**config.mk**
```make
export PLATFORM = sky130hd
export DESIGN_NAME = xsystem86_rom_arbiter
export DESIGN_NICKNAME = d
export VERILOG_FILES = /design/src/rtl/xsystem86_rom_arbiter.sv
export SDC_FILE = /design/constraint.sdc
export NUM_CORES = 1
export LEC_CHECK = 0
export BUFFER_PORTS_ARGS = -buffer_cell sky130_fd_sc_hd__buf_2
export CAP_MARGIN = 20
export CORE_MARGIN = 2
export CORE_UTILIZATION = 42
export DETAILED_ROUTE_END_ITERATION = 6
export PLACE_DENSITY = 0.67
export SYNTH_ARGS = -nofsm -noshare
export SYNTH_HDL_FRONTEND = slang
export SYNTH_SLANG_ARGS = --single-unit
```
**constraint.sdc**
```tcl
create_clock -name clk -period 4.2 [get_ports clk]
set_input_delay 0.21 -clock clk [delete_from_list [all_inputs] [get_ports clk]]
set_output_delay 0.21 -clock clk [all_outputs]
set_load 0.02 [all_outputs]
```
**src/rtl/xsystem86_rom_arbiter.sv**
```systemverilog
// N-channel EPROM emulation arbiter: each 27xxx-style channel keeps a one-entry
// data/tag cache, refilled round-robin from one shared byte-wide external memory.
module xsystem86_rom_arbiter #(
  parameter int NUM_CHANNELS   = 4,
  parameter int ADDR_WIDTH     = 16,
  parameter int DATA_WIDTH     = 8,
  parameter int EXT_ADDR_WIDTH = 20,
  parameter int WAIT_STATES    = 3,
  parameter logic [NUM_CHANNELS*EXT_ADDR_WIDTH-1:0] CH_BASE = '0,
  parameter logic [NUM_CHANNELS*ADDR_WIDTH-1:0]     CH_MASK = '1
) (
  input  logic                               clk,
  input  logic                               rst,
  input  logic                               flush,
  input  logic [NUM_CHANNELS-1:0]            ch_ce_n,
  input  logic [NUM_CHANNELS-1:0]            ch_oe_n,
  input  logic [NUM_CHANNELS*ADDR_WIDTH-1:0] ch_addr,
  output logic [NUM_CHANNELS*DATA_WIDTH-1:0] ch_data,
  output logic [NUM_CHANNELS-1:0]            ch_ready,
  output logic [EXT_ADDR_WIDTH-1:0]          ext_addr,
  output logic                               ext_ce_n,
  output logic                               ext_oe_n,
  input  logic [DATA_WIDTH-1:0]              ext_data,
  output logic                               busy
);

  localparam int CW = (NUM_CHANNELS > 1) ? $clog2(NUM_CHANNELS) : 1;
  localparam int SW = EXT_ADDR_WIDTH + ADDR_WIDTH;

  typedef enum logic {IDLE, ACCESS} state_t;

  state_t                  state;
  logic [CW-1:0]           cur;
  logic [CW-1:0]           last_grant;
  logic [ADDR_WIDTH-1:0]   cur_tag;
  logic [3:0]              cnt;
  logic                    discard;
  logic [NUM_CHANNELS-1:0] valid;
  logic [ADDR_WIDTH-1:0]   tag      [NUM_CHANNELS];
  logic [DATA_WIDTH-1:0]   data_reg [NUM_CHANNELS];

  logic [ADDR_WIDTH-1:0]   maddr [NUM_CHANNELS];
  logic [NUM_CHANNELS-1:0] hit;
  logic [NUM_CHANNELS-1:0] req;
  logic [CW-1:0]           cand;
  logic [CW-1:0]           gnt;
  logic                    gnt_valid;
  logic [SW-1:0]           next_ext;

  // Per-channel decode; a deselected or output-disabled channel floats high.
  always_comb begin
    // NOTE: every combinational output gets a value on every path, so no latches.
    ch_data = '1;
    for (int k = 0; k < NUM_CHANNELS; k++) begin
      maddr[k] = ch_addr[k*ADDR_WIDTH +: ADDR_WIDTH] & CH_MASK[k*ADDR_WIDTH +: ADDR_WIDTH];
      hit[k]   = valid[k] && (tag[k] == maddr[k]);
      req[k]   = !ch_ce_n[k] && !hit[k];
      if (!ch_ce_n[k] && !ch_oe_n[k])
        ch_data[k*DATA_WIDTH +: DATA_WIDTH] = data_reg[k];
    end
  end

  assign ch_ready = hit;

  // Round-robin search starting just after the last granted channel.
  always_comb begin
    gnt_valid = 1'b0;
    gnt       = last_grant;
    cand      = '0;
    for (int i = 1; i <= NUM_CHANNELS; i++) begin
      cand = CW'((int'(last_grant) + i) % NUM_CHANNELS);
      if (!gnt_valid && req[cand]) begin
        gnt_valid = 1'b1;
        gnt       = cand;
      end
    end
  end

  assign next_ext = SW'(CH_BASE[gnt*EXT_ADDR_WIDTH +: EXT_ADDR_WIDTH]) + SW'(maddr[gnt]);

  // NOTE: state is updated with non-blocking assignments only, so every
  // read in this block sees the pre-edge value.
  always_ff @(posedge clk or posedge rst) begin
    if (rst) begin
      state      <= IDLE;
      cur        <= '0;
      last_grant <= CW'(NUM_CHANNELS - 1);
      cur_tag    <= '0;
      cnt        <= '0;
      discard    <= 1'b0;
      ext_addr   <= '0;
      ext_ce_n   <= 1'b1;
      ext_oe_n   <= 1'b1;
      busy       <= 1'b0;
      valid      <= '0;
      // NOTE: the cache arrays are a few flops per channel, not a RAM macro,
      // so resetting them costs nothing and gives all-ones reads after reset.
      for (int k = 0; k < NUM_CHANNELS; k++) begin
        tag[k]      <= '0;
        data_reg[k] <= '1;
      end
    end else begin
      if (flush)
        valid <= '0;
      case (state)
        IDLE: begin
          if (gnt_valid) begin
            cur        <= gnt;
            cur_tag    <= maddr[gnt];
            last_grant <= gnt;
            ext_addr   <= next_ext[EXT_ADDR_WIDTH-1:0];
            ext_ce_n   <= 1'b0;
            ext_oe_n   <= 1'b0;
            cnt        <= 4'(WAIT_STATES);
            discard    <= 1'b0;
            busy       <= 1'b1;
            state      <= ACCESS;
          end
        end
        ACCESS: begin
          if (flush)
            discard <= 1'b1;
          if (cnt != 4'd0) begin
            cnt <= cnt - 4'd1;
          end else begin
            // Capture always writes the tag latched at grant; a flush seen
            // during the access or on this edge leaves the entry invalid.
            data_reg[cur] <= ext_data;
            tag[cur]      <= cur_tag;
            valid[cur]    <= !discard && !flush;
            ext_ce_n      <= 1'b1;
            ext_oe_n      <= 1'b1;
            busy          <= 1'b0;
            state         <= IDLE;
          end
        end
        default: state <= IDLE;
      endcase
    end
  end

endmodule
```
Yosys cells after proc, flatten, opt, wreduce, memory -nomap -nowiden

Index checks and enable logic that the tools add are counted.

Bits in registers: 148
Bits in latches: 0
RAM bits: 0
ROM bits: 0
Input port bits: 83
Output and inout bits: 59
Word-level logic and storage cells: 137
Memories kept: 0

Add/subtract/negate cells: 6
$mul: 1
Divide/modulo/power cells: 0
Magnitude comparators: 9
Eq/ne operators: 8
Shift-type cells: 1
Muxes and demuxes: 49
Bitwise gates (word level): 4
Reduce and logical (&&, ||, !) cells: 41

Operator list:

| operator                                                    | number |
|---|---|
| indexed part select 80 x 8 -> 20 bit (first input constant) | 1 |
| bitwise mux 64 bit                                          | 1 |
| equality test 16 bit                                        | 4 |
| two-way mux 16 bit                                          | 3 |
| two-way mux 8 bit                                           | 5 |
| binary-select mux 16 bit (select 2 bit)                     | 1 |
| bitwise mux 32 bit                                          | 1 |
| demux 16 bit (select 2 bit)                                 | 1 |
| adder 20 x 16 -> 20 bit                                     | 1 |
| two-way mux 4 bit                                           | 5 |
| logical AND 1 bit                                           | 18 |
| logical NOT 1 bit                                           | 17 |
| demux 8 bit (select 2 bit)                                  | 1 |
| two-way mux 1 bit                                           | 16 |
| less-than comparator 2 x 3 -> 1 bit (second input constant) | 5 |
| AND reduction 2 bit                                         | 5 |
| binary-select mux 1 bit (select 2 bit)                      | 4 |
| two-way mux 2 bit                                           | 4 |
| case mux 1 bit (2 select lines)                             | 4 |
| case mux 4 bit (2 select lines)                             | 1 |
| >= comparator 3 bit (second input constant)                 | 2 |
| inequality test 2 bit (second input constant)               | 3 |
| inverter 2 -> 3 bit                                         | 2 |
| multiplier 2 x 3 -> 5 bit (second input constant)           | 1 |
| 10 further kinds                                            | 13 |

Logic depth before layout (Yosys ltp)

Gate-level depths: netlist of the first run.

Depth in word-level cells: 21
Mapped depth: 11
Depth with buffers taken out: 8

Least setup slack after synthesis of the first run

No wires, ideal clock.

Path type: flip-flop to flip-flop
From: register tag[51] (netlist bit)
To: register ext_addr[6]
Setup time: 0.132 ns
Arrival: 2.333 ns
Required time: 4.068 ns
Path slack: 1.735 ns
Cell stages (with the launch flop): 10
Buffers on the path: 1
Clock period less this slack: 2.465 ns
Cells stage by stage: dfrtp_1 xor2_1 nor4_1 nand2_1 o41a_1 o22a_1 o211ai_4 buf_6 mux2i_1 o221ai_2

Cells in the longest elaborated chain, start to end: 21
Elaborated cells on any way between the ends: 34
Those cells by class: add/sub: 1; mul: 1; eq/ne: 1; shift: 1; mux: 19; bitwise: 1; reduce/logical: 10

RTL lines:

| element                                                                         | line | text |
|---|---|---|
| from (decl)                                                                     | 39   | `logic [ADDR_WIDTH-1:0] tag [NUM_CHANNELS];` |
| from (signal, indexed assignment)                                               | 129  | `tag[cur] <= cur_tag;` |
| equality test 16 bit *                                                          | 56   | `hit[k] = valid[k] && (tag[k] == maddr[k]);` |
| logical AND 1 bit *                                                             | 56   |  |
| logical NOT 1 bit *                                                             | 57   | `req[k] = !ch_ce_n[k] && !hit[k];` |
| logical AND 1 bit *                                                             | 57   |  |
| branches (longest 17 deep; another with binary-select mux 1 bit (select 2 bit)) | n/a  |  |
| to (signal assigned)                                                            | 111  | `ext_addr <= next_ext[EXT_ADDR_WIDTH-1:0];` |
| to (decl)                                                                       | 20   | `output logic [EXT_ADDR_WIDTH-1:0] ext_addr,` |

Mark *: on every way between the ends. The select of a mux whose other input is x is not followed.
A chain may end at the register's enable or synchronous reset.

Final worst setup path of the first run

Same ends and word-level chain as after synthesis.

==> results of run 1 <==
[Yosys cell counts (4+ instances only)]
cell	instances	area, um^2
buf_4	7	52.55
clkbuf_1	11	41.29
dfrtp_1	93	2327
nand2_1	30	112.6
or3_1	33	206.5
mux2i_1	33	330.3
nand4_1	10	62.56
dfstp_2	35	919.6
nor4_1	8	50.05
xnor2_1	48	420.4
o221ai_1	6	52.55
inv_1	8	30.03
xor2_1	17	148.9
mux2_2	96	1081
buf_6	4	45.04
a21oi_1	9	45.04
nor2_1	13	48.80
o221ai_2	10	150.1
nand3_1	4	20.02
[routing by layer]
metal | part of all wire | track usage
met5 | 0 | 0
met3 | 0.059 | 0.05050
met2 | 0.48 | 0.3511
met1 | 0.44 | 0.3009
met4 | 0.019 | 0.07111
[placed cells by master (no fill, tap or decap), types with 9 or more instances in the layout]
cell type  Yosys  final
buf_2          1    137
mux2_2        96     96
dfrtp_1       93     93
xnor2_1       48     48
dfstp_2       35     35
mux2i_1       33     33
or3_1         33     33
nand2_1       30     30
xor2_1        17     17
clkbuf_16      0     17
nor2_1        13     13
nand4_1       10     10
o221ai_2      10     10
buf_4          7     10
a21oi_1        9      9
[worst paths after layout]
path | from | to | slack (ps) | depth (start not counted)
setup / recovery | tag[51] | ext_addr[6] | 710 | 9
hold / removal | flush | valid[0] | 30 | 2
setup reg to reg | tag[51] | ext_addr[6] | 710 | 9
hold reg to reg | ext_oe_n | ext_oe_n | 480 | 2
max in group asynchronous | rst | cur[1] | 2720 | 4
min in group asynchronous | rst | cnt[1] | 440 | 3
[stage by stage]
stage                     hold slack, ps  area (um^2)  worst slack, ps  std cells
after floorplan                    276.4         6447            635.3        512
after global placement             348.0         7278            745.7        822
after detailed placement           349.2         7278            714.8        822
after CTS                          1.299         7895            676.8        855
after global routing               16.48         7895            512.6        855
final                              27.84         7895            710.6        855
[worst reg2reg max path, cell delays in order (launching register included)]
cell,delay [ps]
dfrtp_1,380
xor2_1,160
nor4_1,370
nand2_1,210
o41a_1,540
o22a_1,250
o211ai_4,490
buf_4,490
mux2i_1,330
o221ai_2,140
[cell type report]
class                           count  area [um^2]  area share
Clock buffer                       22        474.2     0.06006
Sequential cell                   128         3247      0.4113
Tap cell                          188        235.2     0.02979
Timing Repair Buffer              148        770.7     0.09762
Inverter                            8        32.53    0.004120
Multi-Input combinational cell    351         3003      0.3803
Clock inverter                     10        132.6     0.01680
[logic make-up after synthesis]
family	count (synthesis)
and+or+nand+nor	113
muxes	129
xor gates and xnor gates	65
buffers and inverters	33
DFF	128
other	1
AOI/OAI and AO/OA	38
adders and majority gates	2
[power breakdown]
part	internal, mW	switching (mW)	total (mW)
sequential	1.92	0.450	2.37
clock	0.977	0.533	1.51
combinational	1.00	1.06	2.06
==> results.md, run 1 <==
* CTS Buffer Depth at 2
* H-tree levels at 4
* CTS Root Cell: clkbuf_16
* PwrDens at 752.5 mW/mm^2
* Largest stage delay on the critical path at 530 ps
* Overall routing resource usage at 0.2208
* Hold buffers post-CTS at 1
* Core Area at 0.01509 mm^2
* Setup Total Neg Slack at 0 ps
* Post-Synth Adder-Cell Area at 0.003888
* Worst Path Buf+Inv at 1
* RSZ-0062 raised after global routing: false
* Register bit total from synthesis at 128
* Max Slew Vio Count at 0
* # diodes at 0
* Largest family of logic cells by synthesized area: multiplexers
* Synth async-reset ratio at 1.000
* Clock Skew at 6.806 ps
* Max IR drop VDD at 0.0003673 V
* Die area at 0.01633 mm^2
* WL/cell at 20.15 um
* Crit path launch type: flop
* Worst Setup End Kind: flop
* Final period util at 0.8308
* Cells after synthesis at 509
* Drt total wl at 17.23 mm
* Nets at 739
* EDFF count, synth at 0
* Fmax at 286.6 MHz
* Layout cells sized above 1 at 0.4858
* Ports at 142
* Initial DRT Pass Iterations at 4
* Port Buf Inserts at 137
* Post-synthesis xor/xnor area fraction at 0.08845
* Relative slew slack at 0.5628
* Initial DRC Count at 252
* Std-Cell Rows at 45
* Worst path top cell family by delay: compound AO/OA/AOI/OAI gates
* Overall power at 5.941 mW
* CP required at 4490 ps
* Cell Chain, Critical Path: xor2_1 > nor4_1 > nand2_1 > o41a_1 > o22a_1 > o211ai_4 > buf_4 > mux2i_1 > o221ai_2
* Largest net degree at the start of global routing at 52
* Initial core utilization at 0.4265
* Final Hold Vio Count at 0
* Synth Cell Area at 0.006436 mm^2
* Vias in the first global route at 4,808
* Worst slew pin tran at 653.8 ps
* DR vias at 4,699
* Multiplexer share of the synthesized area at 0.2193
* Die height at 127.8 um
* Status: completed
* Final setup viols at 0
* Hold WC Path Type: in2reg
* Post-synthesis compound-gate area fraction at 0.05774
* Leak at 3.556 nW
* Yosys Warn Count at 0
* Residual DRC count at 0
* Share of the yosys chip area belonging to registers at 0.5045
* TritonCTS Buffers at 17
* Area Growth Syn to Fin at 22.67%
* Post-layout minimum cycle time at 3489 ps
* Setup bufs post-CTS at 0
* Post-synthesis simple-gate area fraction at 0.09390
* TritonCTS clock tree: yes
* Max reg flops at 64
* First-pass GRT wire length at 27.09 mm
* Arrival time of the worst setup path at 3780 ps
* Top_reg_cell synth: dfrtp_1
* Post-cts resize count at 0
* Worst-Skew Late Latency at 410 ps
* Gr ovfl total at 0
* Final Core Density at 0.5232
* Slowest cell on the critical path: o41a_1
* MaxCap Viol Count at 0
* Post-route ant nets at 0
* Die W at 127.8 um
* CP Max Fanout at 23
* Syn avg cell area at 12.64 um^2
* Number of clock sinks at 128
* Vias per cell at 5.496
* Layout fillers at 1,302
* Clk pin slew, worst setup/hold paths at 60 ps
* Critical path class: reg2reg
* Initial antenna violation count at 0
* Final RePlAce weighted congestion at 0.8838
* DP HPWL at 12.49 mm
* Distinct cell type count after synthesis at 44
(Power assumes the default switching activity.)
==> inputs of run 2 (changes only) <==
--- a/config.mk
+++ b/config.mk
@@ -5,12 +5,13 @@
 export SDC_FILE = /design/constraint.sdc
 export NUM_CORES = 1
 export LEC_CHECK = 0
+export ABC_AREA = 1
 export BUFFER_PORTS_ARGS = -buffer_cell sky130_fd_sc_hd__buf_2
 export CAP_MARGIN = 20
 export CORE_MARGIN = 2
 export CORE_UTILIZATION = 42
 export DETAILED_ROUTE_END_ITERATION = 6
-export PLACE_DENSITY = 0.67
+export PLACE_DENSITY = 0.66
 export SYNTH_ARGS = -nofsm -noshare
 export SYNTH_HDL_FRONTEND = slang
 export SYNTH_SLANG_ARGS = --single-unit
==> constraint.sdc (replaced) <==
create_clock -name clk -period 3.33 [get_ports clk]
set_input_delay 0.1665 -clock clk [delete_from_list [all_inputs] [get_ports clk]]
set_output_delay 0.1665 -clock clk [all_outputs]
set_load 0.02 [all_outputs]
==> results.md, run 2 <==
* Status: completed
* Vias per cell at 5.041 (-8.3%)
* EDFF count, synth at 0 (unchanged)
* Hold path depth at 3 (+1)
* Multi-input gate area at 0.003362 mm^2 (+12%)
* Syn avg cell area at 6.893 um^2 (-45%)
* Worst slew pin tran at 973.3 ps (+319.6 ps)
* Most frequent cells in the layout: nand2_1, inv_1, buf_2
* CTS Buffer Depth at 2 (unchanged)
* Yosys Warn Count at 0 (unchanged)
* Fmax at 337.6 MHz (+18%)
* Max Slew Vio Count at 0 (unchanged)
* Initial antenna violation count at 0 (unchanged)
* Commonest non-fill, non-tap cell in the layout: nand2_1
* Die area at 0.01892 mm^2 (+16%)
* Critical path class: reg2reg
* PwrDens at 1024 mW/mm^2 (+36%)
* Vias in the first global route at 7,029 (+46%)
* CP Launch Point: tag[10]
* Max reg flops at 64 (unchanged)
* Residual DRC count at 0 (unchanged)
* Most numerous cell in the Yosys netlist: nand2_1
* WL/cell at 16.14 um (-20%)
* Top_reg_cell synth: dfrtp_1
* Final setup viols at 0 (unchanged)
* Met1 track demand over resource at 0.3449 (+0.04403)
* Port Buf Inserts at 137 (unchanged)
* Worst Reg-to-Reg Cells at 16 (+7)
* Nets at 1,299 (+76%)
* Synth top area cells: dfrtp_1, nand2_1, dfstp_2, inv_1, o21ai_0
* Initial core utilization at 0.4317 (+0.005127)
* Distinct cell type count after synthesis at 42 (-4.5%)
* Core Area at 0.01736 mm^2 (+15%)
* TritonCTS Buffers at 17 (unchanged)
* Std-Cell Rows at 48 (+6.7%)
* Worst Setup End Kind: flop
* Final Hold Vio Count at 0 (unchanged)
* Crit path launch type: flop
* First-pass GRT wire length at 37.34 mm (+38%)
* Synth async-reset ratio at 1.000 (unchanged)
* Placed insts at 1,419 (+73%)
* Share of the yosys chip area belonging to registers at 0.4334 (-0.07110)
* Initial DRT Pass Iterations at 5 (+1)
* Setup bufs post-CTS at 0 (unchanged)
* Die height at 137.6 um (+7.6%)
* Initial DRC Count at 665 (+160%)
* DP HPWL at 17.88 mm (+43%)
* Placed cell area at 0.008338 mm^2 (+15%)
* Largest net degree at the start of global routing at 58 (+12%)
* CTS Root Cell: clkbuf_16
* Post-synth top cells: nand2_1, inv_1, o21ai_0
* Arrival time of the worst setup path at 3270 ps (-510 ps)
* MaxCap Viol Count at 0 (unchanged)
* Clock Skew at 11.74 ps (+4.930 ps)
* Post-route ant nets at 0 (unchanged)
* Layout cells sized above 1 at 0.1883 (-0.2975)
* Final period util at 0.8896 (+0.05875)
* Ports at 142 (unchanged)
* Register area at 0.003247 mm^2 (unchanged)
* Synth Cell Area at 0.007492 mm^2 (+16%)
* Final instance area at 0.008926 mm^2 (+13%)
* Relative slew slack at 0.3497 (-0.2130)
* Worst-Skew Late Latency at 420 ps (about the same)
* Setup Total Neg Slack at 0 ps (unchanged)
* CP Max Fanout at 33 (+43%)
* TritonCTS clock tree: yes
* Number of clock sinks at 128 (unchanged)
* RSZ-0062 raised after global routing: false
* Final Core Density at 0.5143 (-0.008944)
* Die W at 137.6 um (+7.6%)
* Pre-CTS WS at 490.1 ps (-224.7 ps)
* Post-route setup slack at 367.8 ps (-342.8 ps)
* H-tree levels at 4 (unchanged)
* Overall routing resource usage at 0.2611 (+0.04035)
* Clk pin slew, worst setup/hold paths at 60 ps (about the same)
* Layout fillers at 1,751 (+34%)
* Register bit total from synthesis at 128 (unchanged)
* DR vias at 7,320 (+56%)
* Cells after synthesis at 1,087 (+110%)
* # diodes at 0 (unchanged)
* Worst reg2reg path endpoint: ext_addr[1]
* CP required at 3640 ps (-850 ps)
* Max IR drop VDD at 0.0004600 V (+25%)
* Area Growth Syn to Fin at 19.14%
* Biggest area consumer among synthesized cells: dfrtp_1
* Hold WC Path Type: in2reg
* Leak at 4.816 nW (+35%)
* Post-Layout Cell Count at 1,452 (+70%)
* Post-layout minimum cycle time at 2962 ps (-527.2 ps)
* RR Startpoint: tag[10]
* Drt total wl at 23.44 mm (+36%)
* GR peak layer: met2
* Final RePlAce weighted congestion at 0.9815 (+11%)
* Gr ovfl total at 0 (unchanged)
* Area share of the largest cell type after synthesis at 0.3106 (-0.05097)
* M2 GR Usage at 0.4129 (+0.06188)
* Crit path to: ext_addr[1]
* Grt met3 use at 0.06475 (+0.01425)
* Reg2reg setup slack at 370 ps (-340 ps)
==> run 2: what timing repair did <==
action / CTS / global route
hold buffers: 1 / 0
hold endpoints to repair: 34 / 0
resized for setup: 0 / 0
==> run 2: cell families after synthesis <==
family,synth area share
compound gates,0.08885
buf+inv,0.1194
other cells,0.0005005
simple gates,0.3358
flops,0.4334
fa+ha+maj,0.003339
xor+xnor,0.01870
==> run 2: final cells by class <==
cell class | instances | share of cell area
multi-input combinational | 742 | 0.3766
sequential | 128 | 0.3638
timing repair buffer | 145 | 0.08663
inverter | 180 | 0.07668
clock buffer | 23 | 0.05243
tap | 225 | 0.03154
clock inverter | 9 | 0.01234
==> run 2: per-layer routing <==
layer | up-vias | wire [um]
li1 | 3622 | -
met2 | 331 | 10440
met1 | 3327 | 10300
met4 | 0 | 773
met5 | - | 0
met3 | 40 | 1924
==> run 2: worst min-delay path by stage <==
stage                 from           end  slack (ps)
6_report       ext_data[4]  data_reg[28]          60
3_3_place_gp           rst        tag[1]         420
2_1_floorplan  ext_data[0]   data_reg[0]         320
3_5_place_dp           rst        tag[4]         420
5_1_grt        ext_data[4]  data_reg[28]          80
4_1_cts        ext_data[4]  data_reg[12]          50
==> run 2: stage by stage <==
step,power [mW],hold WS (ps)
after floorplan,6.195,322.9
after detailed placement,7.239,423.6
after global placement,7.155,417.3
after CTS,9.138,50.36
after global routing,9.942,77.19
final,9.136,59.25
==> run 2: critical path: stages (launching register included) <==
cell and delay, ps:
dfrtp_1 390, xnor2_1 300, nand2_1 90, nor2_1 150, nand3_1 180, nand3_1 140, nand2_1 60, nand2_1 70
nand2_1 100, nand2_2 100, nand3_2 390, nand2_4 500, nand2_1 100, nand2_1 80, nand2_1 50, nand3_1 80
nand2_1 60
==> run 2: where the power goes <==
group | switching [mW] | internal (mW)
Sequential | 0.583 | 2.44
Combinational | 2.90 | 1.37
Clock | 0.705 | 1.14
